File: config.mk
export PLATFORM = sky130hd
export DESIGN_NAME = spike_aer_encoder_flat
export DESIGN_NICKNAME = d
export VERILOG_FILES = /design/src/rtl/spike_aer_if.sv /design/src/rtl/spike_aer_encoder.sv /design/src/flat_wrapper.sv
export SDC_FILE = /design/constraint.sdc
export NUM_CORES = 1
export LEC_CHECK = 0
export ABC_AREA = 1
export CORE_MARGIN = 3
export CORE_UTILIZATION = 25
export CTS_BUF_LIST = sky130_fd_sc_hd__clkbuf_4 sky130_fd_sc_hd__clkbuf_8
export DETAILED_ROUTE_END_ITERATION = 8
export PLACE_DENSITY = 0.39
export SLEW_MARGIN = 40
export SYNTH_ARGS = -nofsm -noshare
export SYNTH_HDL_FRONTEND = slang
export SYNTH_SLANG_ARGS = --single-unit
File: constraint.sdc
create_clock -name clk -period 3.2 [get_ports clk]
set_input_delay 0.48 -clock clk [delete_from_list [all_inputs] [get_ports clk]]
set_output_delay 0.48 -clock clk [all_outputs]
set_load 0.02 [all_outputs]
File: src/rtl/spike_aer_if.sv
// Spike-frame input and address-event output bundle of the AER encoder.
// master = frame source / event consumer side, slave = encoder side.
interface spike_aer_if #(
    parameter int FRAME_W = 8
);
    logic [127:0]       population;
    logic               frame_valid;
    logic               aer_ready;
    logic               aer_valid;
    logic [6:0]         aer_addr;
    logic [FRAME_W-1:0] aer_frame;
    logic [7:0]         frame_spike_count;
    logic               frame_done;
    logic               busy;
    logic               events_dropped;
    logic               frame_overrun;

    modport master (
        output population, frame_valid, aer_ready,
        input  aer_valid, aer_addr, aer_frame, frame_spike_count,
               frame_done, busy, events_dropped, frame_overrun
    );

    modport slave (
        input  population, frame_valid, aer_ready,
        output aer_valid, aer_addr, aer_frame, frame_spike_count,
               frame_done, busy, events_dropped, frame_overrun
    );
endinterface

File: src/rtl/spike_aer_encoder.sv
// Scans a 128-bit spike frame one neuron per cycle and emits one
// (frame ID, neuron index) address-event per set bit through a small FIFO.
module spike_aer_encoder #(
    parameter int FIFO_DEPTH = 16,
    parameter int FRAME_W    = 8
) (
    input  logic        clk,
    input  logic        reset,
    spike_aer_if.slave  aer
);
    localparam int AW = $clog2(FIFO_DEPTH);
    localparam int EW = FRAME_W + 7;
    localparam logic [FRAME_W-1:0] FID_ONE = FRAME_W'(1);
    localparam logic [AW-1:0]      PTR_ONE = AW'(1);
    localparam logic [AW:0]        OCC_ONE = (AW+1)'(1);

    typedef enum logic {S_IDLE, S_SCAN} state_t;

    state_t             r_state;
    logic [127:0]       r_scan;
    logic [6:0]         r_idx;
    logic [7:0]         r_cnt;
    logic [FRAME_W-1:0] r_fid;
    logic [7:0]         r_frame_cnt;
    logic               r_done;
    logic               r_dropped;
    logic               r_overrun;

    logic [EW-1:0]      r_mem [FIFO_DEPTH];
    logic [AW-1:0]      r_wptr;
    logic [AW-1:0]      r_rptr;
    logic [AW:0]        r_occ;

    logic               w_valid;
    logic               w_full;
    logic               w_bit;
    logic               w_pop;
    logic               w_push;
    logic               w_drop;
    logic [7:0]         w_cnt_next;
    logic [EW-1:0]      w_head;

    // Occupancy never exceeds FIFO_DEPTH, so its MSB alone marks "full".
    assign w_valid    = |r_occ;
    assign w_full     = r_occ[AW];
    assign w_bit      = (r_state == S_SCAN) && r_scan[0];
    assign w_pop      = w_valid && aer.aer_ready;
    assign w_push     = w_bit && (!w_full || w_pop);
    assign w_drop     = w_bit && w_full && !w_pop;
    assign w_cnt_next = r_cnt + {7'd0, w_bit};

    always_ff @(posedge clk or posedge reset) begin
        if (reset) begin
            r_state     <= S_IDLE;
            r_idx       <= '0;
            r_cnt       <= '0;
            r_fid       <= '0;
            r_frame_cnt <= '0;
            r_done      <= 1'b0;
            r_dropped   <= 1'b0;
            r_overrun   <= 1'b0;
        end else begin
            r_done <= 1'b0;
            if (w_drop)
                r_dropped <= 1'b1;
            case (r_state)
                S_IDLE: begin
                    if (aer.frame_valid) begin
                        r_idx   <= '0;
                        r_cnt   <= '0;
                        r_state <= S_SCAN;
                    end
                end
                S_SCAN: begin
                    if (aer.frame_valid)
                        r_overrun <= 1'b1;
                    r_cnt <= w_cnt_next;
                    if (r_idx == 7'd127) begin
                        r_state     <= S_IDLE;
                        r_frame_cnt <= w_cnt_next;
                        r_done      <= 1'b1;
                        r_fid       <= r_fid + FID_ONE;
                    end else begin
                        r_idx <= r_idx + 7'd1;
                    end
                end
                default: r_state <= S_IDLE;
            endcase
        end
    end

    // Scan vector shifts right so the neuron under test is always bit 0.
    always_ff @(posedge clk) begin
        if (r_state == S_IDLE && aer.frame_valid)
            r_scan <= aer.population;
        else if (r_state == S_SCAN)
            r_scan <= r_scan >> 1;
    end

    always_ff @(posedge clk or posedge reset) begin
        if (reset) begin
            r_wptr <= '0;
            r_rptr <= '0;
            r_occ  <= '0;
        end else begin
            if (w_push)
                r_wptr <= r_wptr + PTR_ONE;
            if (w_pop)
                r_rptr <= r_rptr + PTR_ONE;
            case ({w_push, w_pop})
                2'b10:   r_occ <= r_occ + OCC_ONE;
                2'b01:   r_occ <= r_occ - OCC_ONE;
                default: r_occ <= r_occ;
            endcase
        end
    end

    always_ff @(posedge clk) begin
        if (w_push)
            r_mem[r_wptr] <= {r_fid, r_idx};
    end

    // Head is forced to zero when empty so the outputs match their reset value.
    assign w_head = w_valid ? r_mem[r_rptr] : '0;

    assign aer.aer_valid         = w_valid;
    assign aer.aer_addr          = w_head[6:0];
    assign aer.aer_frame         = w_head[EW-1:7];
    assign aer.frame_spike_count = r_frame_cnt;
    assign aer.frame_done        = r_done;
    assign aer.busy              = (r_state == S_SCAN);
    assign aer.events_dropped    = r_dropped;
    assign aer.frame_overrun     = r_overrun;
endmodule

File: src/flat_wrapper.sv
// flat-port wrapper written by rule: the top's interface ports become plain ports
module spike_aer_encoder_flat 
#(
    parameter int FIFO_DEPTH = 16,
    parameter int FRAME_W    = 8
)
  (clk, reset, aer_population, aer_frame_valid, aer_aer_ready, aer_aer_valid, aer_aer_addr, aer_aer_frame, aer_frame_spike_count, aer_frame_done, aer_busy, aer_events_dropped, aer_frame_overrun);
  spike_aer_if #(.FRAME_W(FRAME_W)) aer_i ();
  input  logic clk;
  input  logic reset;
  input wire logic [$bits(aer_i.population)-1:0] aer_population;
  input wire logic [$bits(aer_i.frame_valid)-1:0] aer_frame_valid;
  input wire logic [$bits(aer_i.aer_ready)-1:0] aer_aer_ready;
  output wire logic [$bits(aer_i.aer_valid)-1:0] aer_aer_valid;
  output wire logic [$bits(aer_i.aer_addr)-1:0] aer_aer_addr;
  output wire logic [$bits(aer_i.aer_frame)-1:0] aer_aer_frame;
  output wire logic [$bits(aer_i.frame_spike_count)-1:0] aer_frame_spike_count;
  output wire logic [$bits(aer_i.frame_done)-1:0] aer_frame_done;
  output wire logic [$bits(aer_i.busy)-1:0] aer_busy;
  output wire logic [$bits(aer_i.events_dropped)-1:0] aer_events_dropped;
  output wire logic [$bits(aer_i.frame_overrun)-1:0] aer_frame_overrun;
  assign aer_i.population = aer_population;
  assign aer_i.frame_valid = aer_frame_valid;
  assign aer_i.aer_ready = aer_aer_ready;
  assign aer_aer_valid = aer_i.aer_valid;
  assign aer_aer_addr = aer_i.aer_addr;
  assign aer_aer_frame = aer_i.aer_frame;
  assign aer_frame_spike_count = aer_i.frame_spike_count;
  assign aer_frame_done = aer_i.frame_done;
  assign aer_busy = aer_i.busy;
  assign aer_events_dropped = aer_i.events_dropped;
  assign aer_frame_overrun = aer_i.frame_overrun;
  spike_aer_encoder #(.FIFO_DEPTH(FIFO_DEPTH), .FRAME_W(FRAME_W)) u_core (.clk(clk), .reset(reset), .aer(aer_i));
endmodule
Word-level counts from Yosys, hierarchy flattened
Memory sizes are Yosys's and may differ from the RTL's.
Index checks and enable logic that the tools add are counted.
Word-level totals
  register bits: 176
  bits in latches: 0
  bits in writable memories: 240
  memory bits (read-only): 0
  input port bits: 132
  output and inout port bits: 28
  word-level logic and storage cells: 57
  memories kept: 1
Operators by class
  add/sub/neg operators: 7
  $mul: 0
  div/mod/pow operators: 0
  order comparisons: 0
  equal/unequal tests: 5
  shifts and indexed selects: 0
  multiplexer cells: 16
  bitwise logic cells: 1
  reduce and logical (&&, ||, !) cells: 15
Memory list
  u_core.r_mem: words 16, bits a word 15, read ports 1, clocked after Yosys merged registers in 0, wr ports 1, RTL line spike_aer_encoder.sv:29  | logic [EW-1:0] r_mem [FIFO_DEPTH];
Operators with widths (number)
  $mux 128: 2
  $pmux 8 s2: 1
  $mux 15: 1
  $mux 7: 2
  $pmux 7 s2: 1
  $pmux 5 s2: 1
  $add 4x1->4 const B: 2
  $add 8x1->8: 1
  $add 8x1->8 const B: 1
  $mux 8: 1
  $add 7x1->7 const B: 1
  $eq 7x7->1 const B: 1
  $logic_and 1x1->1: 6
  $mux 1: 6
  $reduce_and 2->1: 3
  $add 5x1->5 const B: 1
  $reduce_or 5->1: 1
  $sub 5x1->5 const B: 1
  $ne 2x2->1 const B: 2
  $reduce_bool 2->1: 2
  $eq 2x1->1 const B: 1
  $eq 2x2->1 const B: 1
  $logic_not 1->1: 2
  $pmux 1 s2: 1
  other kinds (2): 2

Logic depth before layout (Yosys ltp)
  depth in word-level cells: 6
  depth in mapped cells: 14
  gate-level depth less buffers: 14

Worst setup path after synthesis
OpenSTA, ideal clock, no wires.
  kind: register -> register
  start: reg u_core.r_state (netlist: u_core.aer.busy)
  end: reg u_core.r_idx[3]
  setup time: 0.122 ns
  data arrival time: 2.682 ns
  required time: 3.078 ns
  slack: 0.396 ns
  stages on the path, launching flop included: 9
  path buffers: 1
  clock period less this slack: 2.804 ns
  cells stage by stage: dfrtp_1 buf_6 nor2_1 inv_2 nand2_2 inv_2 nand2_1 o21ai_1 a21oi_1
Between the ends
  cells in the longest elaborated chain, start to end: 3
  elaborated cells between the ends (all ways): 5
  classes of those cells: eq/ne: 2; mux: 1; bitwise: 1; reduce/logical: 1
RTL lines
  start, declared: RTL line spike_aer_encoder.sv:19  | state_t r_state;
  start signal, assigned: RTL line spike_aer_encoder.sv:54  | r_state <= S_IDLE;
  start signal, assigned: RTL line spike_aer_encoder.sv:71  | r_state <= S_SCAN;
  start signal, assigned: RTL line spike_aer_encoder.sv:79  | r_state <= S_IDLE;
  $not 1->1: RTL line spike_aer_encoder.sv:66  | case (r_state)
  $ne 2x2->1 (no line)
  $reduce_and 2->1 (no line)
  end signal, assigned: RTL line spike_aer_encoder.sv:84  | r_idx <= r_idx + 7'd1;
  end, declared: RTL line spike_aer_encoder.sv:21  | logic [6:0] r_idx;
Parallel ways exist; a longest one is shown, timed or not.
A chain may end at the register's enable or synchronous reset.

Final worst setup path
  start: reg u_core.r_rptr[1]
  end: out aer_aer_frame[5]
Between the ends
  cells in the longest elaborated chain, start to end: 2
RTL lines
  start, declared: RTL line spike_aer_encoder.sv:31  | logic [AW-1:0] r_rptr;
  start signal, assigned: RTL line spike_aer_encoder.sv:109  | r_rptr <= r_rptr + PTR_ONE;
  $mem_v2 16x15
  $mux 15: RTL line spike_aer_encoder.sv:124  | assign w_head = w_valid ? r_mem[r_rptr] : '0;
  end, declared: RTL line flat_wrapper.sv:16  | output wire logic [$bits(aer_i.aer_frame)-1:0] aer_aer_frame;
Every way passes these cells.

==> flow_metrics.py <==
metrics = {
    "sta": {
        "skew_ns": 0.0606,
        "rsz0062_at_grt": "false",
        "min_period_over_period_pct": 96.9,
        "slew_headroom_pct": 48.7,
        "tightest_slew_ns": 0.770,
        "hold_viol_final": 0,
        "fmax_mhz": 322,
        "period_minus_slack_ns": 3.10,
        "holdWs_ns": 0.209,
        "fin_setup_tns_ns": 0,
        "slew_viol_final": 0,
        "finalSetupViolCount": 0,
    },
    "global_routing": {
        "grt_antenna_before_repair": 3,
        "grt_pass1_wl_mm": 74.1,
        "grt_pass1_vias": 12000,
        "gr-total-overflow": 0,
        "grt_usage_pct": 13.2,
        "grt_max_degree": 130,
    },
    "finish": {
        "fin_cells": 2657,
        "fin_util_pct": 32.3,
        "multi_input_area_um2": 4570,
        "seqCellArea_um2": 12300,
        "final_common_cell": "nand2_1",
        "fin_nets": 1816,
        "fill_cells": 6977,
        "drive_above_1_share_pct": 13.2,
        "syn2layout_area_growth_pct": 26.6,
        "most-common-layout-cells": "446 x nand2_1, 368 x edfxtp_1, 144 x clkdlybuf4s50_1, 103 x nor2_1, 81 x clkbuf_8",
    },
    "clock_network": {
        "clk_pin_slew_ns": 0.06,
        "cts_max_level": 3,
        "cts_buffer_depth": 3,
        "cts_tree": "built",
        "clk-insertion-delay-late_ns": 0.67,
        "cts_buffers": 80,
        "root_buffer": "clkbuf_8",
        "cts.sinks": 416,
    },
    "die": {
        "start_util_pct": 25.5,
        "coreArea_um2": 68000,
        "io_pins": 160,
        "row_count": 95,
        "fp.dieArea_um2": 72600,
        "die_w_um": 269,
        "die_h_um": 269,
    },
    "critical_path": {
        "cp-start-kind": "flop",
        "r2r-end": "u_core.r_occ[2]",
        "crit_path_top_delay_cell": "dfrtp_4",
        "path_cells": "buf_12 -> o21bai_1 -> o211ai_1 -> nand3_1 -> a21oi_1 -> dlygate4sd2_1",
        "rr_worst_depth": 11,
        "critPathRequiredTime_ns": 2.72,
        "rrSetupSlack_ns": 0.80,
        "path_class": "reg2out",
        "cp-end-kind": "primary output",
        "cpPeakStageDelay_ns": 0.58,
        "worstPathArrival_ns": 2.62,
        "critPathMaxFanout": 44,
        "regToRegStartpoint": "u_core.aer.busy",
    },
    "logic_synthesis": {
        "seq_area_frac_synth_pct": 70.6,
        "yosysWarningCount": 0,
        "syn_area_um2": 17400,
        "syn-num-nets": 1596,
        "yosys.area.top_type": "edfxtp_1",
        "syn_inst": 1452,
        "synth.avg_cell_area_um2": 12.0,
        "synth.distinct_cells": 32,
        "ys_ff_latch": 416,
        "synth_top_cell_area_share_pct": 63.7,
        "synth_top_cells_by_area": "edfxtp_1 64%, nand2_1 9.7%, dfrtp_1 6.9%, o21bai_1 2.6%, nor2_1 2.5%",
    },
    "drt": {
        "drc": 0,
        "dr.pass1.iters": 5,
        "drtIter0Drc": 750,
        "viasPerCell": 4.34,
        "vias": 11500,
        "wl_per_cell_um": 18.4,
        "routed_wl_mm": 49.0,
        "antenna_left": 0,
    },
    "placed_design": {
        "dp_hpwl_mm": 29.6,
        "place_congestion": 0.751,
        "place_inst": 2504,
        "port_buffers": 159,
    },
    "power": {
        "power_density_nw_per_um2": 893,
        "p_leak_nw": 8.41,
        "irDropWorstVdd_v": 0.000341,
    },
    "run": {
        "maxCapViolations": 0,
    },
    "worst_hold_path": {
        "hold_class": "in2async",
    },
    "outcome": {
        "status": "complete, no violations",
    },
}
[where the power goes]
part	internal, mW	switching [mW]	total, mW
registers	7.63	0.530	8.16
clock network	2.70	2.36	5.06
logic	2.48	3.92	6.40
[layer usage]
metal / routed length (µm) / track usage, %
met1: 23300 / 18.3
met4: 1190 / 4.62
met3: 2620 / 3.23
met5: 0 / 0
met2: 21800 / 20.1
[stage by stage]
| stage | total power, mW | setup slack (ns) | instance area, µm² |
|---|---|---|---|
| final | 19.6 | 0.0976 | 22000 |
| after global routing | 20.9 | 0.00376 | 22000 |
| after CTS | 19.8 | 0.00781 | 21900 |
| after detailed placement | 14.5 | 0.360 | 20300 |
| after global placement | 14.5 | 0.314 | 20300 |
| after floorplan | 12.0 | 0.396 | 17400 |
[critical path, delay by kind of cell, from the launching register on]
family	cells	cell delay [ns]
AO/OA/AOI/OAI	3	0.59
buffers and inverters	2	0.58
flip-flops	1	0.58
AND/OR/NAND/NOR	1	0.19
[cell type report]
| cell class | count | area share (%) |
|---|---|---|
| Antenna cell | 3 | 0.0342 |
| Clock buffer | 108 | 6.00 |
| Clock inverter | 35 | 0.906 |
| Inverter | 42 | 0.758 |
| Multi-Input combinational cell | 913 | 20.8 |
| Sequential cell | 416 | 55.8 |
| Tap cell | 921 | 5.25 |
| Timing Repair Buffer | 219 | 10.4 |
[worst max-delay path by stage]
stage | from | end | slack (ns) | depth (start not counted)
finish | u_core.r_rptr[1] | aer_aer_frame[5] | 0.1 | 6
global route | u_core.r_rptr[0] | aer_aer_addr[0] | 0.004 | 8
CTS | u_core.r_rptr[0] | aer_aer_addr[4] | 0.008 | 8
detailed placement | u_core.r_rptr[0] | aer_aer_addr[6] | 0.36 | 8
global placement | u_core.r_rptr[0] | aer_aer_addr[4] | 0.31 | 8
floorplan | u_core.aer.busy | u_core.r_idx[3] | 0.40 | 8
[what timing repair did]
item,CTS,global route
buffers inserted,3,1
hold buffers,0,0
gates cloned,1,2
gates resized for setup,33,9
pin swaps,1,3
setup endpoints to repair,15,8
[cells in the mapped netlist (all sizes together)]
library cell,instances
o21ai,79
o21a,30
edfxtp,368
o21bai,61
nor3,4
o22ai,5
dfrtp,48
buf,59
o211ai,30
nor2,119
o31ai,1
xor2,13
nand2,450
o32ai,1
a21o,1
nand3,45
xnor2,9
a21oi,17
clkbuf,22
o221ai,30
inv,42
ha,12
nand4,6
[cells by family (layout without fill, tap and decap cells)]
| group | Yosys count | count (layout) | share of synthesized area [%] |
|---|---|---|---|
| compound gates | 255 | 255 | 9.84 |
| xor+xnor | 22 | 22 | 1.11 |
| fa+ha+maj | 12 | 12 | 0.865 |
| buf+inv | 123 | 404 | 3.48 |
| flops | 416 | 416 | 70.6 |
| other cells | 0 | 3 | 0 |
| simple gates | 624 | 624 | 14.1 |
[sequential cells by signal, indices dropped and copies added, names as in the netlist, 4 cells and up]
name	count
u_core.r_mem	240
u_core.r_wptr	4
u_core.r_fid	8
u_core.r_cnt	8
u_core.r_idx	7
u_core.r_occ	5
u_core.r_scan	128
u_core.aer.frame_spike_count	8
u_core.r_rptr	4
Power figures use the tool's default switching activity.
